**config.mk**
```make
export PLATFORM = sky130hd
export DESIGN_NAME = ups_axi4l_reg_slave
export DESIGN_NICKNAME = d
export VERILOG_FILES = /design/src/rtl/ups_axi4l_reg_slave.sv
export SDC_FILE = /design/constraint.sdc
export NUM_CORES = 1
export LEC_CHECK = 0
export CELL_PAD_IN_SITES_DETAIL_PLACEMENT = 1
export CELL_PAD_IN_SITES_GLOBAL_PLACEMENT = 1
export CORE_ASPECT_RATIO = 0.7
export CORE_MARGIN = 5
export CORE_UTILIZATION = 33
export DETAILED_ROUTE_END_ITERATION = 8
export HOLD_SLACK_MARGIN = 0.15
export PLACE_DENSITY_LB_ADDON = 0.1
export SYNTH_ARGS = -nofsm -noshare
export SYNTH_HDL_FRONTEND = slang
export SYNTH_SLANG_ARGS = --single-unit
```
**constraint.sdc**
```tcl
create_clock -name fclk -period 6.78 [get_ports fclk]
set_input_delay 1.017 -clock fclk [delete_from_list [all_inputs] [get_ports fclk]]
set_output_delay 1.017 -clock fclk [all_outputs]
set_load 0.05 [all_outputs]
```
**src/rtl/ups_axi4l_reg_slave.sv**
```systemverilog
// AXI4-Lite register slave for the UPS PL fabric.
// Holds NUM_REGS R/W control words plus a read-only status word at index NUM_REGS.
// The write and read channels are handled by independent FSMs, and each FSM
// allows one outstanding transaction.
//
// state  | meaning
// -------+-----------------------------------------------------------
// W_IDLE | awready high, waiting for a write address
// W_DATA | address latched, wready high, waiting for write data
// W_RESP | bvalid/bresp held until the master takes the response
// R_IDLE | arready high, waiting for a read address
// R_DATA | rdata/rresp/rvalid held until the master takes the data
module ups_axi4l_reg_slave #(
    parameter int          NUM_REGS  = 4,
    parameter logic [31:0] RESET_VAL = 32'h0,
    parameter logic [31:0] ERR_DATA  = 32'h0
) (
    input  logic                     fclk,
    input  logic                     rst,
    input  logic [31:0]              ca4l_awaddr,
    input  logic [2:0]               ca4l_awprot,
    input  logic                     ca4l_awvalid,
    output logic                     ca4l_awready,
    input  logic [31:0]              ca4l_wdata,
    input  logic [3:0]               ca4l_wstrb,
    input  logic                     ca4l_wvalid,
    output logic                     ca4l_wready,
    output logic [1:0]               ca4l_bresp,
    output logic                     ca4l_bvalid,
    input  logic                     ca4l_bready,
    input  logic [31:0]              ca4l_araddr,
    input  logic [2:0]               ca4l_arprot,
    input  logic                     ca4l_arvalid,
    output logic                     ca4l_arready,
    output logic [31:0]              ca4l_rdata,
    output logic [1:0]               ca4l_rresp,
    output logic                     ca4l_rvalid,
    input  logic                     ca4l_rready,
    input  logic [31:0]              sts_in,
    output logic [32*NUM_REGS-1:0]   reg_out,
    output logic [NUM_REGS-1:0]      wr_pulse
);

    typedef enum logic [1:0] {W_IDLE, W_DATA, W_RESP} w_state_e;
    typedef enum logic {R_IDLE, R_DATA} r_state_e;

    localparam logic [29:0] STS_IDX   = 30'(NUM_REGS);
    localparam logic [1:0]  RESP_OKAY = 2'b00;
    localparam logic [1:0]  RESP_SLV  = 2'b10;

    w_state_e              w_state_q, w_state_d;
    r_state_e              r_state_q, r_state_d;
    logic [29:0]           aw_idx_q, aw_idx_d;
    logic [31:0]           regs_q [NUM_REGS];
    logic [31:0]           regs_d [NUM_REGS];
    logic [NUM_REGS-1:0]   wr_pulse_q, wr_pulse_d;
    logic                  awready_q, awready_d;
    logic                  wready_q, wready_d;
    logic                  bvalid_q, bvalid_d;
    logic [1:0]            bresp_q, bresp_d;
    logic                  arready_q, arready_d;
    logic                  rvalid_q, rvalid_d;
    logic [31:0]           rdata_q, rdata_d;
    logic [1:0]            rresp_q, rresp_d;
    logic [31:0]           rd_dec_data;
    logic [1:0]            rd_dec_resp;
    logic                  aw_hs, w_hs, b_hs, ar_hs, r_hs;
    logic                  unused_inputs;

    // The low address bits and the prot fields have no effect on the register map.
    assign unused_inputs = ^{ca4l_awprot, ca4l_arprot, ca4l_awaddr[1:0], ca4l_araddr[1:0]};

    assign aw_hs = ca4l_awvalid & awready_q;
    assign w_hs  = ca4l_wvalid  & wready_q;
    assign b_hs  = bvalid_q     & ca4l_bready;
    assign ar_hs = ca4l_arvalid & arready_q;
    assign r_hs  = rvalid_q     & ca4l_rready;

    // State and output registers; reset aborts any transaction in flight.
    always_ff @(posedge fclk or posedge rst) begin
        if (rst) begin
            w_state_q  <= W_IDLE;
            r_state_q  <= R_IDLE;
            aw_idx_q   <= '0;
            wr_pulse_q <= '0;
            awready_q  <= 1'b0;
            wready_q   <= 1'b0;
            bvalid_q   <= 1'b0;
            bresp_q    <= 2'b00;
            arready_q  <= 1'b0;
            rvalid_q   <= 1'b0;
            rdata_q    <= '0;
            rresp_q    <= 2'b00;
            for (int i = 0; i < NUM_REGS; i++) regs_q[i] <= RESET_VAL;
        end else begin
            w_state_q  <= w_state_d;
            r_state_q  <= r_state_d;
            aw_idx_q   <= aw_idx_d;
            wr_pulse_q <= wr_pulse_d;
            awready_q  <= awready_d;
            wready_q   <= wready_d;
            bvalid_q   <= bvalid_d;
            bresp_q    <= bresp_d;
            arready_q  <= arready_d;
            rvalid_q   <= rvalid_d;
            rdata_q    <= rdata_d;
            rresp_q    <= rresp_d;
            for (int i = 0; i < NUM_REGS; i++) regs_q[i] <= regs_d[i];
        end
    end

    // Write FSM next state, including the address latch and the byte-merged register update.
    always_comb begin
        w_state_d = w_state_q;
        aw_idx_d  = aw_idx_q;
        for (int i = 0; i < NUM_REGS; i++) regs_d[i] = regs_q[i];
        case (w_state_q)
            W_IDLE: begin
                if (aw_hs) begin
                    aw_idx_d  = ca4l_awaddr[31:2];
                    w_state_d = W_DATA;
                end
            end
            W_DATA: begin
                if (w_hs) begin
                    for (int i = 0; i < NUM_REGS; i++) begin
                        if (aw_idx_q == 30'(i)) begin
                            for (int b = 0; b < 4; b++) begin
                                if (ca4l_wstrb[b]) regs_d[i][8*b +: 8] = ca4l_wdata[8*b +: 8];
                            end
                        end
                    end
                    w_state_d = W_RESP;
                end
            end
            W_RESP: begin
                if (b_hs) w_state_d = W_IDLE;
            end
            default: w_state_d = W_IDLE;
        endcase
    end

    // Write channel outputs are derived from the next state so they are registered alongside it.
    always_comb begin
        awready_d  = (w_state_d == W_IDLE);
        wready_d   = (w_state_d == W_DATA);
        bvalid_d   = (w_state_d == W_RESP);
        bresp_d    = bresp_q;
        wr_pulse_d = '0;
        if (w_state_q == W_DATA && w_hs) begin
            bresp_d = (aw_idx_q < STS_IDX) ? RESP_OKAY : RESP_SLV;
            for (int i = 0; i < NUM_REGS; i++) wr_pulse_d[i] = (aw_idx_q == 30'(i));
        end
    end

    // Read decode. This uses the pre-edge register values, so a write that hands off on the same edge is not seen.
    always_comb begin
        rd_dec_data = ERR_DATA;
        rd_dec_resp = RESP_SLV;
        if (ca4l_araddr[31:2] == STS_IDX) begin
            rd_dec_data = sts_in;
            rd_dec_resp = RESP_OKAY;
        end
        for (int i = 0; i < NUM_REGS; i++) begin
            if (ca4l_araddr[31:2] == 30'(i)) begin
                rd_dec_data = regs_q[i];
                rd_dec_resp = RESP_OKAY;
            end
        end
    end

    // Read FSM next state.
    always_comb begin
        r_state_d = r_state_q;
        if (r_state_q == R_IDLE) begin
            if (ar_hs) r_state_d = R_DATA;
        end else begin
            if (r_hs) r_state_d = R_IDLE;
        end
    end

    // Read channel outputs. rdata and rresp are captured once, at the AR handshake.
    always_comb begin
        arready_d = (r_state_d == R_IDLE);
        rvalid_d  = (r_state_d == R_DATA);
        rdata_d   = rdata_q;
        rresp_d   = rresp_q;
        if (r_state_q == R_IDLE && ar_hs) begin
            rdata_d = rd_dec_data;
            rresp_d = rd_dec_resp;
        end
    end

    // Flatten the register bank onto reg_out.
    always_comb begin
        reg_out = '0;
        for (int i = 0; i < NUM_REGS; i++) reg_out[32*i +: 32] = regs_q[i];
    end

    assign ca4l_awready = awready_q;
    assign ca4l_wready  = wready_q;
    assign ca4l_bvalid  = bvalid_q;
    assign ca4l_bresp   = bresp_q;
    assign ca4l_arready = arready_q;
    assign ca4l_rvalid  = rvalid_q;
    assign ca4l_rdata   = rdata_q;
    assign ca4l_rresp   = rresp_q;
    assign wr_pulse     = wr_pulse_q;

endmodule

```
==> results.ini, run 1 <==
[setup_path]
critPathArrivalTime_ps = 3900
r2r_cells = 5
cp-start-kind = primary input
end_kind = flip-flop
path_class = in -> reg
crit_required_ps = 7240
crit_fanout = 18

[synth]
synth_mux_area_frac = 0.211
synth_area_per_cell_um2 = 12.3
synth_top_area_cell = dfrtp_1
synthAdderAreaFrac = 0
synth_top_area_share = 0.521
synthSimpleGateAreaFrac = 0.116
synth-edff-count = 0
synth_xor_area_frac = 0
synth_seq_area_share = 0.521
synth_top_family_by_area = multiplexers
netlist_area_um2 = 9760
synth_common_cells = dfrtp_1 (203), mux2_2 (78), a21oi_1 (64)
synth_area_leaders = dfrtp_1 (52%), mux2_2 (9.0%), mux2_1 (5.5%)
synth_seq_cells = 203
synth_ff_type = dfrtp_1
ys_types = 45
synth-compound-area-share = 0.111
async_reset_ff_frac = 1.00
synthCells = 791
ys_warn_count = 0
synth_most_common_cell = dfrtp_1

[clock_network]
clk-insertion-delay-late_ps = 520
post_cts_buffers = 0
root_buffer = clkbuf_16
numCtsBuffers = 24
hold_buffers = 0
clk_pin_slew_ps = 60
cts_buffer_depth = 3
h-tree-depth = 1
numClockSinks = 203
cts_tree = yes
ctsResizeCount = 0

[detailed_routing]
wl_per_cell_um = 23.5
drc = 0
dr.first_iter.drc_count = 274
routed-via-count = 7543
avgViaCountPerCell = 5.14
ant_nets = 0
wl_um = 34400
drt-pass1-iter-count = 4

[placement]
numPortBuffers = 305
dpl_cell_area_um2 = 13000
place_ws_ps = 2790
gp_congestion = 0.799
dp.final_hpwl_um = 24000
place_inst = 1423

[power_and_ir_drop]
power_leakage_nw = 5.91
total_power_mw = 3.82
powerDensity_nw_per_um2 = 276
ir_drop_uv = 232

[sta]
finClkSkew_ps = 14.0
max_freq_mhz = 290
hold_viol_final = 0
relSlewSlack = 0.284
final.setup.tns_ps = 0
worstMarginPinSlew_ps = 1070
fin_hold_ws_ps = 508
period_share = 0.508
fin_ws_ps = 3340
setup_viol = 0
rsz0062_at_grt = false
layout_min_cycle_time_ps = 3440
slew_viol_final = 0

[finish]
area_delta_synth_final_pct = 42.1
finalNonFillerCells = 1468
final_util = 0.478
design_area_um2 = 13900
drive_above_1_share = 0.188
fin_nets = 1216

[global_routing]
grt_overflow = 0
grt_pass1_wl_um = 52500
first_global_vias = 8270
grt_util_all_layers = 0.203
antenna_found_initial = 3
grt_max_degree = 114

[die]
ios = 318
core_area_um2 = 29000
die_w_um = 216
die_height_um = 154
fp.dieArea_um2 = 33200
start_util = 0.336
std_cell_rows = 52

[outcome]
status = completed

[worst_hold_path]
holdCritPathClass = reg -> reg
hold_depth = 2

[flow_run]
max-cap-violations = 0

## logic make-up after synthesis
kind of cell / Yosys count
flip-flops: 203
AND/OR/NAND/NOR: 178
multiplexers: 174
AO/OA/AOI/OAI: 167
buffers and inverters: 68
other: 1
## critical path, stage by stage
cell             delay (ps)
clkdlybuf4s50_1         410
nor3_1                  550
nand4b_2                610
or2_1                   830
o2bb2ai_1               330
o21a_1                  130
## layout by cell type, fill, tap and decap left out, types with 5 or more instances in the layout
cell | Yosys | routed
nand2_1 | 19 | 19
a311oi_2 | 10 | 10
buf_4 | 12 | 10
nor4_2 | 7 | 7
clkbuf_8 | 0 | 6
mux2_4 | 32 | 32
nor2_1 | 56 | 56
nor2b_1 | 17 | 17
nor4_4 | 8 | 8
mux2i_1 | 16 | 16
o31ai_1 | 14 | 14
and3_1 | 13 | 12
mux2_2 | 78 | 78
a211oi_1 | 16 | 16
a22oi_1 | 17 | 17
nand2b_1 | 17 | 17
a21oi_1 | 64 | 64
clkdlybuf4s50_1 | 0 | 303
mux2_1 | 48 | 48
o21ai_1 | 34 | 34
inv_1 | 6 | 5
clkbuf_16 | 0 | 25
nor3_1 | 19 | 18
dfrtp_1 | 203 | 203
## where the power goes
group          switching [mW]  internal [mW]
combinational           0.541          0.398
sequential              0.130           1.37
clock                   0.527          0.853
## final cells by class
cell class / count / area [µm²]
fill: 3052 / 15200
tap: 378 / 473
antenna: 3 / 7.51
clock buffer: 35 / 723
multi-input combinational: 521 / 4290
timing repair buffer: 315 / 3130
inverter: 6 / 30.0
sequential: 203 / 5080
clock inverter: 7 / 124
## registers in the layout, summed over array words and instances, names as in the netlist
| register | cells |
|---|---|
| ca4l_bresp | 1 |
| aw_idx_q | 30 |
| ca4l_rdata | 32 |
| ca4l_awready | 1 |
| wr_pulse | 4 |
| ca4l_arready | 1 |
| w_state_q | 2 |
| ca4l_wready | 1 |
| reg_out | 128 |
| ca4l_rresp | 1 |
| ca4l_bvalid | 1 |
| ca4l_rvalid | 1 |
## layer usage
| metal | up-vias | track usage | share of wire |
|---|---|---|---|
| met5 | - | 0 | 0 |
| met4 | 0 | 0.0448 | 0.020 |
| met3 | 46 | 0.0592 | 0.065 |
| met2 | 210 | 0.324 | 0.46 |
| met1 | 3861 | 0.277 | 0.46 |
| li1 | 3426 | - | - |
## final timing paths
| path | from | to | slack (ps) |
|---|---|---|---|
| setup / recovery | ca4l_araddr[23] | ca4l_rdata[14] | 3340 |
| hold / removal | ca4l_bresp[1] | ca4l_bresp[1] | 510 |
| setup reg to reg | aw_idx_q[18] | reg_out[44] | 4290 |
| hold reg to reg | ca4l_bresp[1] | ca4l_bresp[1] | 510 |
| max in group asynchronous | rst | reg_out[24] | 4710 |
| min in group asynchronous | rst | aw_idx_q[22] | 970 |
Note: power is estimated with default switching activity, not from simulation.
==> inputs of run 2 (changes only) <==
- CORE_UTILIZATION: 33 -> 36
- clock period: 6.78 -> 3.45 ns (I/O delays scaled with it)
==> results.ini, run 2 (synthesis results as in run 1) <==
[sta]
final.setup.tns_ps = 0  ; unchanged
slew_viol_final = 0  ; unchanged
max_freq_mhz = 403
period_share = 0.720
worstMarginPinSlew_ps = 1000  ; -67.5 ps
hold_viol_final = 0  ; unchanged
relSlewSlack = 0.332  ; +0.0473
finClkSkew_ps = 7.98  ; -6.05 ps
layout_min_cycle_time_ps = 2480
setup_viol = 0  ; unchanged
rsz0062_at_grt = false
fin_hold_ws_ps = 335  ; -173 ps

[power_and_ir_drop]
ir_drop_uv = 414  ; +78%
p_int_mw = 5.14  ; +96%
p_sw_mw = 2.31  ; +93%
swShare = 0.310  ; -0.00298
pwr-share-comb = 0.251  ; +0.005
seq_power_share = 0.396  ; +0.003
total_power_mw = 7.45  ; +95%
powerDensity_nw_per_um2 = 536  ; +94%
p_clk_frac = 0.353  ; -0.008
power_leakage_nw = 5.96  ; +0.80%

[global_routing]
grt_pass1_wl_um = 51600  ; -1.8%
grt_overflow = 0  ; unchanged
first_global_vias = 8208  ; -0.75%
antenna_found_initial = 2  ; -1
grt_max_degree = 75  ; -34%
grt_util_all_layers = 0.218  ; +0.0147

[setup_path]
ff2ff_setup_slack_ps = 970  ; -3320 ps
rr_startpoint = aw_idx_q[18]
crit_fanout = 16  ; -2
end_kind = flip-flop
path_class = reg -> reg
crit_required_ps = 3830  ; -3410 ps
cp-start-kind = flip-flop
critPathArrivalTime_ps = 2870  ; -1030 ps
r2r-end = reg_out[105]
r2r_cells = 5  ; unchanged

[die]
die_height_um = 148  ; -4.0%
core_area_um2 = 26700  ; -7.9%
fp.dieArea_um2 = 30500  ; -7.9%
die_w_um = 207  ; -4.1%
ios = 318  ; unchanged
start_util = 0.365  ; +0.0290
std_cell_rows = 50  ; -3.8%

[clock_network]
clk_pin_slew_ps = 60  ; about the same
h-tree-depth = 1  ; unchanged
root_buffer = clkbuf_16
numCtsBuffers = 22  ; -8.3%
cts_buffer_depth = 3  ; unchanged
ctsResizeCount = 0  ; unchanged
hold_buffers = 0  ; unchanged
numClockSinks = 203  ; unchanged
cts_tree = yes
post_cts_buffers = 0  ; unchanged
clk-insertion-delay-late_ps = 500  ; -20 ps

[finish]
largest_register_ffs = 128  ; unchanged
fin_nets = 1224  ; +0.66%
seq_area_um2 = 5080  ; unchanged
area_delta_synth_final_pct = 42.6
drive_above_1_share = 0.196  ; +0.00794
final_common_cell = clkdlybuf4s50_1
fillers = 2795  ; -8.4%
final_cell_mix = clkdlybuf4s50_1 (303), dfrtp_1 (203), mux2_2 (78)
multi_input_area_um2 = 4290  ; unchanged
final_util = 0.521  ; +0.0430

[detailed_routing]
routed-via-count = 7588  ; +0.60%
drt-pass1-iter-count = 4  ; unchanged
ant_nets = 0  ; unchanged
dr.first_iter.drc_count = 279  ; +1.8%
wl_um = 34000  ; -1.4%
wl_per_cell_um = 23.3  ; -0.79%
drc = 0  ; unchanged
avgViaCountPerCell = 5.20  ; +1.2%

[flow_run]
max-cap-violations = 0  ; unchanged

[placement]
numPortBuffers = 305  ; unchanged
gp_congestion = 0.772  ; -3.4%
dp.final_hpwl_um = 24500  ; +1.9%

[outcome]
status = completed

[worst_hold_path]
holdCritPathClass = in -> async

run 2: critical path, stage by stage (launching register included):
cell and delay, ps:
dfrtp_1 410, nor4_4 370, nand4_4 210, nor2_4 300, and3_1 650, mux2_2 420
run 2: metrics by stage:
| step | instances | instance area [µm²] | setup WS (ps) |
|---|---|---|---|
| 2_1_floorplan | 792 | 9760 | 302 |
| 3_3_place_gp | 1419 | 13100 | 446 |
| 3_5_place_dp | 1419 | 13100 | 412 |
| 4_1_cts | 1458 | 13900 | 926 |
| 6_report | 1459 | 13900 | 967 |
| 5_1_grt | 1458 | 13900 | 845 |
run 2: power by group through the flow:
stage | Combinational, mW | Sequential [mW] | Clock (mW)
2_1_floorplan | 0.796 | 3.38 | 0
3_3_place_gp | 1.86 | 2.99 | 0
3_5_place_dp | 1.89 | 3.00 | 0
4_1_cts | 1.89 | 2.96 | 2.69
5_1_grt | 2.01 | 2.99 | 2.79
6_report | 1.87 | 2.95 | 2.63
run 2: worst max path at each step:
stage / from / to / slack [ps] / depth (start not counted)
6_report: aw_idx_q[18] / reg_out[105] / 970 / 5
5_1_grt: ca4l_araddr[30] / ca4l_rdata[16] / 850 / 6
4_1_cts: aw_idx_q[18] / reg_out[108] / 930 / 5
3_5_place_dp: ca4l_araddr[30] / ca4l_rdata[25] / 410 / 6
3_3_place_gp: ca4l_araddr[30] / ca4l_rdata[13] / 450 / 6
2_1_floorplan: rst / aw_idx_q[0] / 300 / 1
run 2: metal layers:
layer  global-route usage  wire length, µm  up-vias
met4               0.0373              540        4
met2                0.352            15600      220
met5                    0               21        -
li1                     -                -     3458
met1                0.300            15100     3866
met3               0.0603             2620       40
run 2: cell type report:
type / instances / share of cell area
multi-input combinational: 521 / 0.309
antenna: 1 / 0.000180
timing repair buffer: 325 / 0.233
sequential: 203 / 0.365
clock buffer: 30 / 0.0476
tap: 364 / 0.0327
inverter: 6 / 0.00189
clock inverter: 9 / 0.0104
